### src/rtl/decode_stage.sv
// RV32I decode stage: register file, immediate/control generation, load-use stall
// and flush handling in front of the ID/EX pipeline register.
module decode_stage #(
   parameter int NREGS = 32
) (
   input  logic        clk,
   input  logic        rst,
   input  logic [31:0] ir,
   input  logic [31:0] pc,
   input  logic        flush,
   input  logic        wb_en,
   input  logic [4:0]  wb_rd,
   input  logic [31:0] wb_data,
   output logic        fetch_ce,
   output logic        ex_valid,
   output logic [31:0] ex_pc,
   output logic [31:0] ex_rs1_val,
   output logic [31:0] ex_rs2_val,
   output logic [31:0] ex_imm,
   output logic [4:0]  ex_rs1,
   output logic [4:0]  ex_rs2,
   output logic [4:0]  ex_rd,
   output logic [6:0]  ex_opcode,
   output logic [2:0]  ex_funct3,
   output logic        ex_funct7b5,
   output logic        ex_reg_write,
   output logic        ex_mem_read,
   output logic        ex_mem_write,
   output logic        ex_branch,
   output logic        ex_jump,
   output logic        ex_illegal
);
   localparam int AW = $clog2(NREGS);

   localparam logic [6:0] OP_LOAD   = 7'b0000011;
   localparam logic [6:0] OP_IMM    = 7'b0010011;
   localparam logic [6:0] OP_JALR   = 7'b1100111;
   localparam logic [6:0] OP_STORE  = 7'b0100011;
   localparam logic [6:0] OP_BRANCH = 7'b1100011;
   localparam logic [6:0] OP_LUI    = 7'b0110111;
   localparam logic [6:0] OP_AUIPC  = 7'b0010111;
   localparam logic [6:0] OP_JAL    = 7'b1101111;
   localparam logic [6:0] OP_OP     = 7'b0110011;
   localparam logic [6:0] OP_FENCE  = 7'b0001111;

   typedef struct packed {
      logic        valid;
      logic [31:0] pc;
      logic [31:0] rs1_val;
      logic [31:0] rs2_val;
      logic [31:0] imm;
      logic [4:0]  rs1;
      logic [4:0]  rs2;
      logic [4:0]  rd;
      logic [6:0]  opcode;
      logic [2:0]  funct3;
      logic        funct7b5;
      logic        reg_write;
      logic        mem_read;
      logic        mem_write;
      logic        branch;
      logic        jump;
      logic        illegal;
   } idex_t;

   logic [31:0] rf_q [NREGS];
   logic        id_valid_q, id_valid_d;
   idex_t       idex_q, idex_d;

   logic [6:0]  opcode;
   logic [4:0]  rs1, rs2;
   logic [31:0] rs1_val, rs2_val, imm;
   logic        reg_write, mem_read, mem_write, branch, jump, illegal;
   logic        use_rs1, use_rs2, stall, bubble;

   assign opcode = ir[6:0];
   assign rs1    = ir[19:15];
   assign rs2    = ir[24:20];

   // Write-first bypass lets a same-cycle writeback reach the decoder.
   assign rs1_val = (rs1 == 5'd0) ? '0 :
                    (wb_en && wb_rd == rs1) ? wb_data : rf_q[rs1[AW-1:0]];
   assign rs2_val = (rs2 == 5'd0) ? '0 :
                    (wb_en && wb_rd == rs2) ? wb_data : rf_q[rs2[AW-1:0]];

   always_comb begin
      imm       = '0;
      reg_write = 1'b0;
      mem_read  = 1'b0;
      mem_write = 1'b0;
      branch    = 1'b0;
      jump      = 1'b0;
      illegal   = 1'b0;
      use_rs1   = 1'b1;
      use_rs2   = 1'b0;
      case (opcode)
         OP_LOAD:   begin imm = {{20{ir[31]}}, ir[31:20]}; reg_write = 1'b1; mem_read = 1'b1; end
         OP_IMM:    begin imm = {{20{ir[31]}}, ir[31:20]}; reg_write = 1'b1; end
         OP_JALR:   begin imm = {{20{ir[31]}}, ir[31:20]}; reg_write = 1'b1; jump = 1'b1; end
         OP_STORE:  begin imm = {{20{ir[31]}}, ir[31:25], ir[11:7]}; mem_write = 1'b1; use_rs2 = 1'b1; end
         OP_BRANCH: begin
            imm = {{19{ir[31]}}, ir[31], ir[7], ir[30:25], ir[11:8], 1'b0};
            branch = 1'b1; use_rs2 = 1'b1;
         end
         OP_LUI, OP_AUIPC: begin imm = {ir[31:12], 12'b0}; reg_write = 1'b1; use_rs1 = 1'b0; end
         OP_JAL:    begin
            imm = {{11{ir[31]}}, ir[31], ir[19:12], ir[20], ir[30:21], 1'b0};
            reg_write = 1'b1; jump = 1'b1; use_rs1 = 1'b0;
         end
         OP_OP:     begin reg_write = 1'b1; use_rs2 = 1'b1; end
         OP_FENCE:  ;
         default:   illegal = 1'b1;
      endcase
   end

   // Reset is folded in so fetch is never held while the pipe is being cleared.
   assign stall = !rst && id_valid_q && !flush &&
                  idex_q.valid && idex_q.mem_read && (idex_q.rd != 5'd0) &&
                  ((use_rs1 && rs1 == idex_q.rd) || (use_rs2 && rs2 == idex_q.rd));
   assign fetch_ce = !stall;
   assign bubble   = rst || flush || stall || !id_valid_q;

   always_comb begin
      id_valid_d = id_valid_q;
      if (rst || flush) id_valid_d = 1'b0;
      else if (fetch_ce) id_valid_d = 1'b1;
   end

   always_comb begin
      idex_d = '0;
      if (!bubble) begin
         idex_d.valid     = 1'b1;
         idex_d.pc        = pc;
         idex_d.rs1_val   = rs1_val;
         idex_d.rs2_val   = rs2_val;
         idex_d.imm       = imm;
         idex_d.rs1       = rs1;
         idex_d.rs2       = rs2;
         idex_d.rd        = ir[11:7];
         idex_d.opcode    = opcode;
         idex_d.funct3    = ir[14:12];
         idex_d.funct7b5  = ir[30];
         idex_d.reg_write = reg_write;
         idex_d.mem_read  = mem_read;
         idex_d.mem_write = mem_write;
         idex_d.branch    = branch;
         idex_d.jump      = jump;
         idex_d.illegal   = illegal;
      end
   end

   always_ff @(posedge clk) begin
      id_valid_q <= id_valid_d;
      idex_q     <= idex_d;
      if (rst) begin
         for (int i = 0; i < NREGS; i++) rf_q[i] <= '0;
      end else if (wb_en && wb_rd != 5'd0) begin
         rf_q[wb_rd[AW-1:0]] <= wb_data;
      end
   end

   assign ex_valid     = idex_q.valid;
   assign ex_pc        = idex_q.pc;
   assign ex_rs1_val   = idex_q.rs1_val;
   assign ex_rs2_val   = idex_q.rs2_val;
   assign ex_imm       = idex_q.imm;
   assign ex_rs1       = idex_q.rs1;
   assign ex_rs2       = idex_q.rs2;
   assign ex_rd        = idex_q.rd;
   assign ex_opcode    = idex_q.opcode;
   assign ex_funct3    = idex_q.funct3;
   assign ex_funct7b5  = idex_q.funct7b5;
   assign ex_reg_write = idex_q.reg_write;
   assign ex_mem_read  = idex_q.mem_read;
   assign ex_mem_write = idex_q.mem_write;
   assign ex_branch    = idex_q.branch;
   assign ex_jump      = idex_q.jump;
   assign ex_illegal   = idex_q.illegal;
endmodule

### config.mk
export PLATFORM = sky130hd
export DESIGN_NAME = decode_stage
export DESIGN_NICKNAME = d
export VERILOG_FILES = /design/src/rtl/decode_stage.sv
export SDC_FILE = /design/constraint.sdc
export NUM_CORES = 2
export LEC_CHECK = 0
export BUFFER_PORTS_ARGS = -buffer_cell sky130_fd_sc_hd__buf_2
export CAP_MARGIN = 20
export CORE_MARGIN = 4
export CORE_UTILIZATION = 45
export DETAILED_ROUTE_END_ITERATION = 8
export GPL_TIMING_DRIVEN = 0
export SLEW_MARGIN = 30
export SYNTH_ARGS = -nofsm -noshare
export SYNTH_HDL_FRONTEND = slang
export SYNTH_SLANG_ARGS = --single-unit
### constraint.sdc
create_clock -name clk -period 5.34 [get_ports clk]
set_input_delay 1.068 -clock clk [delete_from_list [all_inputs] [get_ports clk]]
set_output_delay 1.068 -clock clk [all_outputs]
set_load 0.03 [all_outputs]
# Word-level counts from Yosys, hierarchy flattened

Memory sizes are Yosys's and may differ from the RTL's.
Cells that the tools add are included.

Equal/unequal tests: 14
Muxes and demuxes: 22
Reductions and logical operators: 33

Operators with widths:

| operator                                       | number |
|---|---|
| two-way mux 161 bit                            | 1 |
| two-way mux 32 bit                             | 5 |
| case mux 32 bit (5 select lines)               | 1 |
| OR reduction 32 bit                            | 1 |
| == test 7 x 6 -> 1 bit (second input constant) | 3 |
| == test 7 bit (second input constant)          | 3 |
| == test 5 bit                                  | 4 |
| == test 7 x 5 -> 1 bit (second input constant) | 2 |
| two-way mux 1 bit                              | 14 |
| logical AND 1 bit                              | 11 |
| logical NOT 5 bit                              | 2 |
| nonzero test 5 bit                             | 2 |
| OR reduction 10 bit                            | 1 |
| OR reduction 3 bit                             | 3 |
| OR reduction 2 bit                             | 4 |
| == test 7 x 2 -> 1 bit (second input constant) | 1 |
| == test 7 x 4 -> 1 bit (second input constant) | 1 |
| OR reduction 7 bit                             | 1 |
| two-way mux 5 bit                              | 1 |
| logical NOT 1 bit                              | 4 |
| logical OR 1 bit                               | 4 |

Flip-flop bits (word level): 162
Memory bits (writable): 1,024
Input port bits: 105
Memories kept: 1

Memories:

| memory | depth | bits a word | rd ports | clocked after Yosys merged registers in | write ports | line | text |
|---|---|---|---|---|---|---|---|
| rf_q   | 32    | 32          | 2        | 0                                       | 32          | 66   | `logic [31:0] rf_q [NREGS];` |

# Depth between registers and ports, before layout

Depth after elaboration: 10
Gate-level depth with buffers: 11

# Worst setup path before layout

No wires, ideal clock.

Kind: in2out
From: input ir[2]
To: output fetch_ce
Data arrival time: 2,421 ps
Data required time: 4,272 ps
Slack: 1,851 ps
Stages on the path: 6
Path buffers: 1
Path through: clkbuf_1 > nor2_1 > nand3_1 > a2111o_1 > a21oi_4 > inv_1

Word-level cells in the longest chain between the ends: 7
Elaborated cells between the ends (all ways): 15

RTL lines:

| element                               | line | text |
|---|---|---|
| start: declaration                    | 8    | `input logic [31:0] ir,` |
| == test 7 bit (tied with other cells) | 96   | `case (opcode)` |
| OR reduction 3 bit (no line)          | -    |  |
| two-way mux 1 bit                     | 96   |  |
| logical AND 1 bit                     | 119  | `((use_rs1 && rs1 == idex_q.rd) \|\| (use_rs2 && rs2 == idex_q.rd));` |
| logical OR 1 bit *                    | 119  |  |
| logical AND 1 bit *                   | 118  | `idex_q.valid && idex_q.mem_read && (idex_q.rd != 5'd0) &&` |
| logical NOT 1 bit *                   | 120  | `assign fetch_ce = !stall;` |
| end: declaration                      | 14   | `output logic fetch_ce,` |

Every way passes the cells marked *; elsewhere a longest branch is shown, timed or not.

# Worst setup path in the final report

From: input ir[16]
To: register idex_q (netlist bit ex_rs1_val[31])

Word-level cells in the longest chain between the ends: 7
Elaborated cells between the ends (all ways): 12

RTL lines:

| element                                                      | line | text |
|---|---|---|
| branches (longest 7 deep; another with memory (32 x 32 bit)) | -    |  |
| end signal: assignment                                       | 154  | `idex_q <= idex_d;` |
| end: declaration                                             | 68   | `idex_t idex_q, idex_d;` |

Several ways; the timed one is not identified.
A chain may end at the register's enable or synchronous reset.

==> flow_metrics.env <==
export IMPL_placed_area_mm2=0.0642
export IMPL_layout_drive_gt1_share_pct=23.7
export IMPL_r2r_start="ex_rd[1]"
export IMPL_io_buffers=252
export IMPL_intPower_w=0.0164
export IMPL_tightest_slew_ps=1140
export IMPL_async_flop_share_pct=0
export IMPL_dieHeight_um=374
export IMPL_switching_share_pct=27.4
export IMPL_instances_no_fill=6560
export IMPL_cpMostUsedCell="buf_2"
export IMPL_critical_path_required_ps=5960
export IMPL_core_mm2=0.133
export IMPL_nNetsFinal=4785
export IMPL_place_inst=6311
export IMPL_crit_path_max_incr_delay_ps=900
export IMPL_rr_worst_depth=7
export IMPL_criticalPathCategory="input port to flip-flop"
export IMPL_synth_cells=4251
export IMPL_gp_congestion=1.04
export IMPL_critPathArrivalTime_ps=5130
export IMPL_synth_edf_count=1024
export IMPL_final_area_mm2=0.0684
export IMPL_ys_seq_elements=1186
export IMPL_hold_end="ex_pc[27]"
export IMPL_vias=43800
export IMPL_min_delay_path_class="input port to flip-flop"
export IMPL_hold_depth=2
export IMPL_peakVddDrop_v=0.000328
export IMPL_outcome="finished, final reports clean"
export IMPL_row_count=134
export IMPL_clock_latency_ps=810
export IMPL_fin_crit_sh_pct=84.4
export IMPL_grt_pass1_wl_um=354000
export IMPL_netlist_area_mm2=0.0603
export IMPL_die_width_um=374
export IMPL_total_power_w=0.0226
export IMPL_drt_wirelength_per_cell_um=40.7
export IMPL_rsz0062_at_grt="false"
export IMPL_fmax_mhz=222
export IMPL_ys_seq_area_share_pct=56.4
export IMPL_seq_power_share_pct=47.6
export IMPL_antenna_found_initial=19
export IMPL_finalMaxSlewViolations=0
export IMPL_grt_max_degree=33
export IMPL_timing_final_crit_period_ps=4510
export IMPL_switching_power_w=0.00619
export IMPL_cts_setup_buffers=0
export IMPL_reg2reg_slack_ps=2040
export IMPL_cts_buffers=134
export IMPL_cts_num_sinks=1186
export IMPL_dp_worst_setup_slack_ps=392
export IMPL_cts_buffer_depth=3
export IMPL_crit_slowest_cell="buf_2"
export IMPL_fin_util_pct=51.3
export IMPL_drtIter0Drc=6771
export IMPL_p_leak_nw=24.7
export IMPL_maxCapViolCount=0
export IMPL_htreeDepth=4
export IMPL_setup_violations=0
export IMPL_cts_hold_buf=0
export IMPL_yosysUniqueCellTypes=70
export IMPL_clkPwrFrac_pct=39.5
export IMPL_area_growth_pct=13.5
export IMPL_io_pins=267
export IMPL_cts_clk_slew_worst_paths_ps=60
export IMPL_grt_pass1_vias=42100
export IMPL_ant_nets=0
export IMPL_n_fill_cell=11500
export IMPL_drt_wl_total_um=267000
export IMPL_final_cell_mix="and2_1, edfxtp_1, mux4_2"
export IMPL_r2r_end="ex_rs1_val[15]"
export IMPL_synth_avg_cell_area_um2=14.2
export IMPL_worst_slack_ps=832
export IMPL_first_pass_iters=6
export IMPL_cts_tree="done"
export IMPL_hold_violations=0
export IMPL_die_area_mm2=0.140
export IMPL_powerDensity_mw_per_mm2=330
export IMPL_crit_path_max_fanout=10
export IMPL_seqCellArea_mm2=0.0340
export IMPL_start_util_pct=45.2
export IMPL_cts_root_buffer="clkbuf_16"
export IMPL_hpwl_um=185000
export IMPL_multi_input_area_mm2=0.0244
export IMPL_path_cells="buf_2, buf_2, buf_2, buf_2, mux4_2, mux2i_1, o22ai_1, a311oi_1, nor3_1"
export IMPL_yosys_warnings=0
export IMPL_grt_ovfl_total=0
export IMPL_min_from="pc[27]"
export IMPL_synth_flop_cell="edfxtp_1"
export IMPL_endpoint_kind="flip-flop"
export IMPL_power_frac_comb_pct=13.0
export IMPL_post_cts_resized=0
export IMPL_post_drt_via_cell_ratio=6.67
export IMPL_maxSlewHeadroom_pct=23.7
export IMPL_grt_use_total_pct=37.3
export IMPL_drc=0
export IMPL_final_setup_skew_ps=21.3
export IMPL_start_kind="input port"
stage by stage:
stage,hold WS (ps),setup TNS (ps)
floorplan,512,0
global placement,614,-686
detailed placement,619,0
CTS,442,0
global route,471,0
finish,474,0
cell type report:
| cell class | count | area share [%] |
|---|---|---|
| inverters | 7 | 0.0384 |
| clock inverters | 54 | 0.613 |
| plain buffers | 439 | 3.10 |
| repair buffers | 262 | 2.16 |
| flip-flops and latches | 1186 | 49.7 |
| well taps | 1768 | 3.23 |
| multi-input cells | 2650 | 35.7 |
| clock buffers | 178 | 5.37 |
| diodes | 16 | 0.0585 |
cell usage after synthesis, drive strengths merged (4+ instances only):
master / n / area [µm²]
mux2i: 277 / 2770
nor2b: 9 / 56.3
a221oi: 52 / 462
nor3: 46 / 241
o31ai: 4 / 30.0
edfxtp: 1024 / 30700
and2: 1055 / 6680
a211oi: 18 / 135
a21boi: 9 / 67.6
nor4: 4 / 25.0
nor2: 114 / 428
clkbuf: 293 / 1100
nand2b: 5 / 31.3
o211ai: 5 / 37.5
o32ai: 4 / 35.0
o21ai: 48 / 244
a31oi: 4 / 25.0
buf: 146 / 941
a22oi: 8 / 60.1
a221o: 39 / 390
or2: 32 / 200
o32a: 5 / 50.1
nand2: 183 / 687
nand3b: 4 / 30.0
mux4: 420 / 9460
o21a: 4 / 30.0
nand4: 18 / 113
xnor2: 11 / 96.3
xor2: 9 / 78.8
inv: 7 / 26.3
nor3b: 5 / 60.1
nand3: 44 / 233
a21oi: 47 / 258
dfxtp: 162 / 3240
a311oi: 5 / 43.8
o22ai: 10 / 62.6
a32o: 31 / 310
a32oi: 63 / 552
logic make-up after synthesis:
group	synth area share, %
xor+xnor	0.291
compound gates	4.82
buf+inv	3.43
other cells	0.00622
simple gates	14.8
flops	56.4
mux	20.3
state kept, by name, summed over array words and instances, names as in the netlist:
name / count
rf_q: 1024
ex_imm: 32
ex_pc: 32
ex_rs1_val: 32
ex_rs2_val: 32
ex_opcode: 7
ex_rd: 5
ex_rs1: 5
ex_rs2: 5
ex_funct3: 3
ex_branch: 1
ex_funct7b5: 1
ex_illegal: 1
ex_jump: 1
ex_mem_read: 1
ex_mem_write: 1
ex_reg_write: 1
ex_valid: 1
id_valid_q: 1
power groups by stage:
stage | clock network [W] | registers [W] | logic [W]
global route | 0.00926 | 0.0108 | 0.00291
finish | 0.00891 | 0.0107 | 0.00293
global placement | 0 | 0.0109 | 0.00276
floorplan | 0 | 0.0109 | 0.00150
detailed placement | 0 | 0.0109 | 0.00280
CTS | 0.00888 | 0.0107 | 0.00280
metal layers:
| layer | vias to the layer above | track usage (%) | share of wire (%) |
|---|---|---|---|
| li1 | 16900 | - | - |
| met1 | 22300 | 46.0 | 35 |
| met2 | 3666 | 53.0 | 42 |
| met3 | 877 | 14.9 | 14 |
| met4 | 16 | 27.6 | 9.0 |
| met5 | - | 0 | 0.043 |
worst max path at each step:
stage | from | to | slack (ps) | cells past startpoint
floorplan | ir[2] | fetch_ce | 1850 | 6
global placement | ir[17] | ex_rs1_val[8] | -210 | 9
detailed placement | ir[16] | ex_rs1_val[21] | 390 | 9
CTS | ir[22] | fetch_ce | 1200 | 7
global route | ir[16] | ex_rs1_val[31] | 1060 | 9
finish | ir[16] | ex_rs1_val[31] | 830 | 9
critical path, delay by kind of cell:
| kind | cells | cell delay (ps) |
|---|---|---|
| buffers and inverters | 4 | 2180 |
| AND/OR/NAND/NOR | 1 | 670 |
| AO/OA/AOI/OAI | 2 | 640 |
| multiplexers | 2 | 490 |
Power figures use the tool's default switching activity.
